File: config.mk
export PLATFORM = sky130hd
export DESIGN_NAME = lsu
export DESIGN_NICKNAME = d
export VERILOG_FILES = /design/src/rtl/lsu_pkg.sv /design/src/rtl/lsu_lane_align.sv /design/src/rtl/lsu.sv
export SDC_FILE = /design/constraint.sdc
export NUM_CORES = 1
export LEC_CHECK = 0
export CORE_MARGIN = 2
export CORE_UTILIZATION = 44
export CTS_BUF_LIST = sky130_fd_sc_hd__clkbuf_4
export DETAILED_ROUTE_END_ITERATION = 6
export HOLD_SLACK_MARGIN = 0.02
export PLACE_DENSITY = 0.8
export SLEW_MARGIN = 20
export SYNTH_ARGS = -nofsm -noshare
export SYNTH_HDL_FRONTEND = slang
export SYNTH_HIERARCHICAL = 1
export SYNTH_SLANG_ARGS = --single-unit
File: constraint.sdc
create_clock -name clk -period 2.3 [get_ports clk]
set_clock_uncertainty 0.05 [all_clocks]
set_input_delay 0.23 -clock clk [delete_from_list [all_inputs] [get_ports clk]]
set_output_delay 0.23 -clock clk [all_outputs]
set_load 0.005 [all_outputs]
File: src/rtl/lsu_pkg.sv
// Shared types and constants for the load/store unit: access widths, FSM states,
// request payload and byte-mask helpers.
package lsu_pkg;

  localparam int unsigned WdtTypeCnt = 4;
  localparam int unsigned WdtW       = $clog2(WdtTypeCnt);

  typedef enum logic [WdtW-1:0] {
    Wdt8  = 2'd0,
    Wdt16 = 2'd1,
    Wdt32 = 2'd2,
    Wdt64 = 2'd3
  } wdt_e;

  localparam int unsigned LsuAddrW = 64;
  localparam int unsigned LsuDataW = 64;
  localparam int unsigned LsuTagW  = 5;
  localparam int unsigned LsuMaskW = 8;

  localparam logic [LsuMaskW-1:0] MaskWdt8  = 8'h01;
  localparam logic [LsuMaskW-1:0] MaskWdt16 = 8'h03;
  localparam logic [LsuMaskW-1:0] MaskWdt32 = 8'h0F;
  localparam logic [LsuMaskW-1:0] MaskWdt64 = 8'hFF;

  typedef enum logic [1:0] {
    IDLE = 2'd0,
    REQ  = 2'd1,
    WAIT = 2'd2,
    DONE = 2'd3
  } lsu_state_e;

  typedef struct packed {
    logic [LsuAddrW-1:0] addr;
    logic [LsuDataW-1:0] wdata;
    logic                ren;
    logic                wen;
    wdt_e                wdt_op;
    logic                sext;
    logic [LsuTagW-1:0]  tag;
  } lsu_req_t;

  function automatic logic [LsuMaskW-1:0] base_mask(input wdt_e w);
    case (w)
      Wdt8:    base_mask = MaskWdt8;
      Wdt16:   base_mask = MaskWdt16;
      Wdt32:   base_mask = MaskWdt32;
      default: base_mask = MaskWdt64;
    endcase
  endfunction

  // True when the low address bits are not a multiple of the access size.
  function automatic logic misaligned(input logic [2:0] off, input wdt_e w);
    case (w)
      Wdt8:    misaligned = 1'b0;
      Wdt16:   misaligned = off[0];
      Wdt32:   misaligned = |off[1:0];
      default: misaligned = |off;
    endcase
  endfunction

endpackage

File: src/rtl/lsu_lane_align.sv
// Combinational lane steering: store data/mask shift onto the doubleword lane and
// load extract with sign/zero extension.
module lsu_lane_align
  import lsu_pkg::*;
#(
  parameter int unsigned DATA_W = 64
) (
  input  logic [2:0]          st_off,
  input  logic [DATA_W-1:0]   st_data,
  input  wdt_e                st_wdt,
  output logic [DATA_W-1:0]   st_lane,
  output logic [LsuMaskW-1:0] st_mask,
  input  logic [2:0]          ld_off,
  input  wdt_e                ld_wdt,
  input  logic                ld_sext,
  input  logic [DATA_W-1:0]   ld_raw,
  output logic [DATA_W-1:0]   ld_data
);

  logic [DATA_W-1:0] ld_sh;

  // Bytes and mask bits pushed past the top of the lane fall off.
  assign st_lane = st_data << {st_off, 3'b000};
  assign st_mask = base_mask(st_wdt) << st_off;

  assign ld_sh = ld_raw >> {ld_off, 3'b000};

  always_comb begin
    ld_data = ld_sh;
    case (ld_wdt)
      Wdt8:    ld_data = {{(DATA_W-8){ld_sext & ld_sh[7]}}, ld_sh[7:0]};
      Wdt16:   ld_data = {{(DATA_W-16){ld_sext & ld_sh[15]}}, ld_sh[15:0]};
      Wdt32:   ld_data = {{(DATA_W-32){ld_sext & ld_sh[31]}}, ld_sh[31:0]};
      default: ld_data = ld_sh;
    endcase
  end

endmodule

File: src/rtl/lsu.sv
// Load/store unit: one access in flight between EXU, data memory and WBU.
// Optional LSU_MISALIGN_TRAP_EN turns misaligned accesses into access errors.
module lsu
  import lsu_pkg::*;
#(
  parameter int unsigned ADDR_W = 64,
  parameter int unsigned DATA_W = 64,
  parameter int unsigned TAG_W  = 5
) (
  input  logic                clk,
  input  logic                rst_n,
  input  logic                in_valid,
  output logic                in_ready,
  input  logic [ADDR_W-1:0]   in_addr,
  input  logic [DATA_W-1:0]   in_wdata,
  input  logic                in_ren,
  input  logic                in_wen,
  input  logic [WdtW-1:0]     in_wdt_op,
  input  logic                in_sext,
  input  logic [TAG_W-1:0]    in_tag,
  output logic                mem_req_valid,
  input  logic                mem_req_ready,
  output logic [ADDR_W-1:0]   mem_addr,
  output logic                mem_wen,
  output logic [DATA_W-1:0]   mem_wdata,
  output logic [LsuMaskW-1:0] mem_wmask,
  input  logic                mem_resp_valid,
  input  logic [DATA_W-1:0]   mem_rdata,
  output logic                out_valid,
  input  logic                out_ready,
  output logic [DATA_W-1:0]   out_rdata,
  output logic [TAG_W-1:0]    out_tag,
  output logic                out_err
);

  lsu_state_e          state;
  lsu_req_t            in_req;
  logic                illegal;
  logic [LsuDataW-1:0] st_lane;
  logic [LsuMaskW-1:0] st_mask;
  logic [LsuDataW-1:0] ld_data;

  // Load context kept for the response phase.
  logic [2:0]          ld_off_q;
  wdt_e                ld_wdt_q;
  logic                ld_sext_q;
  logic                ren_q;
  logic [LsuTagW-1:0]  tag_q;

  assign in_req.addr   = LsuAddrW'(in_addr);
  assign in_req.wdata  = LsuDataW'(in_wdata);
  assign in_req.ren    = in_ren;
  assign in_req.wen    = in_wen;
  assign in_req.wdt_op = wdt_e'(in_wdt_op);
  assign in_req.sext   = in_sext;
  assign in_req.tag    = LsuTagW'(in_tag);

  assign in_ready = (state == IDLE);

  always_comb begin
    illegal = (in_req.ren == in_req.wen);
`ifdef LSU_MISALIGN_TRAP_EN
    illegal = illegal | misaligned(in_req.addr[2:0], in_req.wdt_op);
`endif
  end

  lsu_lane_align #(
    .DATA_W (LsuDataW)
  ) u_lane (
    .st_off  (in_req.addr[2:0]),
    .st_data (in_req.wdata),
    .st_wdt  (in_req.wdt_op),
    .st_lane (st_lane),
    .st_mask (st_mask),
    .ld_off  (ld_off_q),
    .ld_wdt  (ld_wdt_q),
    .ld_sext (ld_sext_q),
    .ld_raw  (LsuDataW'(mem_rdata)),
    .ld_data (ld_data)
  );

  // Access FSM with all handshake outputs registered.
  always_ff @(posedge clk or negedge rst_n) begin
    if (!rst_n) begin
      state         <= IDLE;
      mem_req_valid <= 1'b0;
      mem_addr      <= '0;
      mem_wen       <= 1'b0;
      mem_wdata     <= '0;
      mem_wmask     <= '0;
      out_valid     <= 1'b0;
      out_rdata     <= '0;
      out_tag       <= '0;
      out_err       <= 1'b0;
      ld_off_q      <= '0;
      ld_wdt_q      <= Wdt8;
      ld_sext_q     <= 1'b0;
      ren_q         <= 1'b0;
      tag_q         <= '0;
    end else begin
      case (state)
        IDLE: begin
          if (in_valid) begin
            ld_off_q  <= in_req.addr[2:0];
            ld_wdt_q  <= in_req.wdt_op;
            ld_sext_q <= in_req.sext;
            ren_q     <= in_req.ren;
            tag_q     <= in_req.tag;
            if (illegal) begin
              state     <= DONE;
              out_valid <= 1'b1;
              out_err   <= 1'b1;
              out_rdata <= '0;
              out_tag   <= TAG_W'(in_req.tag);
            end else begin
              state         <= REQ;
              mem_req_valid <= 1'b1;
              mem_addr      <= ADDR_W'({in_req.addr[LsuAddrW-1:3], 3'b000});
              mem_wen       <= in_req.wen;
              mem_wdata     <= in_req.wen ? DATA_W'(st_lane) : '0;
              mem_wmask     <= st_mask;
            end
          end
        end
        REQ: begin
          if (mem_req_ready) begin
            mem_req_valid <= 1'b0;
            state         <= WAIT;
          end
        end
        WAIT: begin
          if (mem_resp_valid) begin
            state     <= DONE;
            out_valid <= 1'b1;
            out_err   <= 1'b0;
            out_rdata <= ren_q ? DATA_W'(ld_data) : '0;
            out_tag   <= TAG_W'(tag_q);
          end
        end
        DONE: begin
          if (out_ready) begin
            out_valid <= 1'b0;
            state     <= IDLE;
          end
        end
        default: state <= IDLE;
      endcase
    end
  end

endmodule

==> results of run 1 <==
-- synth_stat cells, drive strengths merged (3+ instances only) --
cell / n / area [µm²]
a211oi: 3 / 22.52
a21oi: 23 / 115.1
a22o: 64 / 560.5
and2: 8 / 50.05
and3: 71 / 444.2
buf: 69 / 427.9
clkbuf: 44 / 166.4
dfrtp: 220 / 5505
ha: 6 / 75.07
inv: 16 / 60.06
mux2: 198 / 2230
mux2i: 70 / 700.7
mux4: 44 / 991.0
nand2: 48 / 182.7
nand2b: 4 / 25.02
nand3: 19 / 95.09
nand4: 33 / 206.5
nor2: 42 / 160.2
nor2b: 38 / 237.7
nor3b: 3 / 22.52
o211ai: 5 / 37.54
o21ai: 42 / 210.2
o22ai: 17 / 106.4
o2bb2ai: 10 / 87.58
or2b: 5 / 37.54
-- layout make-up --
class / instances / area [µm²]
Sequential cell: 220 / 5509
Clock inverter: 25 / 135.1
Tap cell: 384 / 480.5
Antenna cell: 2 / 5.005
Inverter: 16 / 60.06
Fill cell: 2144 / 9435
Timing Repair Buffer: 565 / 5724
Multi-Input combinational cell: 782 / 6900
Clock buffer: 81 / 608.1
-- stage by stage --
step / hold WS [ns] / std cells / cell area (µm²)
5_1_grt: 0.01513 / 2075 / 19420
6_report: 0.07181 / 2075 / 19420
3_3_place_gp: 0.1414 / 1920 / 18120
4_1_cts: 0.02001 / 2058 / 19220
3_5_place_dp: 0.1483 / 1920 / 18120
2_1_floorplan: -0.1156 / 1131 / 13000
-- kinds of logic after synthesis --
| family | Yosys count | share of synthesized area (%) |
|---|---|---|
| compound gates | 177 | 9.747 |
| xor+xnor | 2 | 0.1349 |
| fa+ha+maj | 6 | 0.5779 |
| buf+inv | 129 | 5.037 |
| flops | 220 | 42.38 |
| mux | 312 | 30.18 |
| other cells | 1 | 0.02887 |
| simple gates | 282 | 11.91 |
-- flip-flops by register name, summed over array words and instances, names as in the netlist, 2 cells and up --
name	cells
ld_off_q	3
ld_wdt_q	2
mem_addr	61
mem_wdata	64
mem_wmask	8
out_rdata	64
out_tag	5
state	2
tag_q	5
-- what timing repair did --
action                                  4_1_cts  5_1_grt
gates cloned                                  1        2
hold buffers                                 24        2
pin swaps                                     1        0
hold endpoints to repair                    243        2
buffers inserted                              7       11
resized for setup                             7       14
endpoints found under the setup margin        8       60
-- report_power, final --
group / total, W / switching, W / internal [W] / leakage, nW
logic: 0.0124 / 0.00514 / 0.00723 / 5.47
registers: 0.00653 / 0.00105 / 0.00547 / 2.85
clock network: 0.00350 / 0.00175 / 0.00175 / 0.436
total: 0.0224 / 0.00794 / 0.0145 / 8.75
-- layer usage --
layer	GRT usage [%]	vias to the layer above	wire, µm
met2	50.87	725	23480
met5	0	-	0
met4	13.88	0	2296
li1	-	5266	-
met1	35.38	5891	17260
met3	7.381	134	4549
-- worst reg2reg max path, delay by kind of cell, from the launching register on --
kind                   cells  cell delay (ns)
buffers and inverters      3             0.51
AO/OA/AOI/OAI              1             0.17
flip-flops                 1             0.38
multiplexers               2             0.59
AND/OR/NAND/NOR            3             0.47
-- worst max-delay path by stage --
| stage | startpoint | endpoint | slack [ns] | cells after the start |
|---|---|---|---|---|
| after floorplan | ld_off_q[0]$_DFFE_PN0P_ | out_rdata[0]$_DFFE_PN0P_ | 0.009 | 9 |
| after global placement | mem_rdata[39] | out_rdata[63]$_DFFE_PN0P_ | -0.14 | 9 |
| after CTS | ld_off_q[0]$_DFFE_PN0P_ | out_rdata[4]$_DFFE_PN0P_ | 0.006 | 7 |
| after global routing | ld_off_q[1]$_DFFE_PN0P_ | out_rdata[55]$_DFFE_PN0P_ | -0.04 | 9 |
| after detailed placement | mem_rdata[39] | out_rdata[59]$_DFFE_PN0P_ | -0.24 | 9 |
| final | ld_off_q[1]$_DFFE_PN0P_ | out_rdata[54]$_DFFE_PN0P_ | 0.02 | 9 |
==> summary.md, run 1 <==
| Metric | Value |
|---|---|
| Initial Util | a little under half |
| Reg2Reg Setup Slack | ~0.015 ns |
| CTS Buf Count | 61 |
| Worst rel slew slack | between 40% and 50% |
| DP HPWL | between 30000 and 40000 µm |
| Number of nets still failing antenna checks after routing | 0 |
| Element type at the critical path start | flop |
| Drt via density | 5.791 |
| # setup viols final | 0 |
| Synth Warn # | 6 |
| Worst Tran Pin Value | roughly 0.9 ns |
| Share of cells above drive strength 1 | between 20% and 30% |
| Pin count of the biggest net entering global routing | 68 |
| Area growth syn-to-layout | 49.50% |
| Most frequent cells in the layout | 409 x clkdlybuf4s50_1, 217 x dfrtp_1, 179 x mux2_2 |
| Drt wl/cell | ~23 µm |
| Boundary pin count | approximately 420 |
| RSZ-0062 raised after global routing | yes |
| Die H | 175.8 µm |
| Area of the mapped netlist | 0.01299 mm² |
| TritonCTS clock tree | yes |
| Num Clock Sinks | 220 |
| WS Path Type | flop to flop |
| Yosys reg bits | 220 |
| DRC Markers | 0 |
| MaxCap Viol Count | 0 |
| Vias in the first global route | 12266 |
| Worst Slack Setup Final | between 0.015 and 0.02 ns |
| Die width | 175.8 µm |
| Total power | approximately 0.022 W |
| Hold depth | 2 |
| Clk pin slew, worst setup/hold paths | 0.07 ns |
| Most common cell after layout, fill and taps aside | clkdlybuf4s50_1 |
| Die area | about 0.03 mm² |
| Slowest CP cell | dfrtp_2 |
| Final min period | 2.285 ns |
| Ys async rst share | between 90% and 100% |
| Sequential area share after synthesis | between 40% and 50% |
| Worst VDD drop | around 0.00085 V |
| Leak | between 8 and 9 nW |
| Period utilization | between 90% and 100% |
| Mapped Cells | approximately 1100 |
| Worst Hold Class | input pin to flop |
| Predominant post-synthesis flop cell | dfrtp_1 |
| Crit path arrival time | around 2.8 ns |
| Htree depth | 2 |
| Final core occ | ~67% |
| CP Cell Sequence | clkbuf_2, mux2i_1, a22oi_1, nand4b_1, buf_4, buf_12, nand4_1, and3_1, mux2_1 |
| Hold path endpoint | mem_addr[14]$_DFFE_PN0P_ |
| Site row count | slightly above 60 |
| Worst-skew pair later-pin latency | 0.72 ns |
| Initial DRC count | around 1100 |
| Initial antenna violation count | 2 |
| Reg2reg start | ld_off_q[1]$_DFFE_PN0P_ |
| Cell variety after synth | 55 |
| CP Buf/Inv Count | 3 |
| GP Congestion | roughly 0.9 |
| Final WL | 47580 µm |
| First-pass GRT wire length | a little over 70000 µm |
| CP delay by family, top | multiplexers |
| Post-synth EDFFs | 0 |
| Global route total overflow | 0 |
| Final Slew Violations | 0 |
| Crit path capture type | flop |
| R2R cell count | 9 |
| Place WS | -0.2398 ns |
| Layout Nets | approximately 1900 |
| CP max FO | 22 |
| R2r endpoint | out_rdata[54]$_DFFE_PN0P_ |
| Syn avg cell area | 11.51 µm² |
| Total GRT Usage | approximately 30% |
| P per Cell Area | around 1200 mW/mm² |
| IO Port Bufs | about 410 |
| Fin. Hold Viols | 0 |
| Setup TNS | 0 ns |
| Slowest stage delay, CP | between 0.3 and 0.4 ns |
| CTS max path bufs | 3 |
| Core footprint | 0.02886 mm² |
| DRT Pass-1 Iters | 6 |
| Critical Path RT | 2.81 ns |
| F_max | 0.4377 GHz |
| Root buffer cell | clkbuf_4 |
| Status | completed |
| Hold path start | in_addr[14] |
| Via count | between 10000 and 15000 |
No activity file was read; power rests on OpenSTA's default activity.
==> run 2: changes to the inputs <==
SLEW_MARGIN = not set   (was 20)
==> results of run 2 <==
Same layout as run 1: the final DEF is identical, and so are final timing and power.
==> run 3: changes to the inputs <==
SLEW_MARGIN = 40   (was not set)
==> results of run 3 <==
Same layout as run 1: the final DEF is identical, and so are final timing and power.
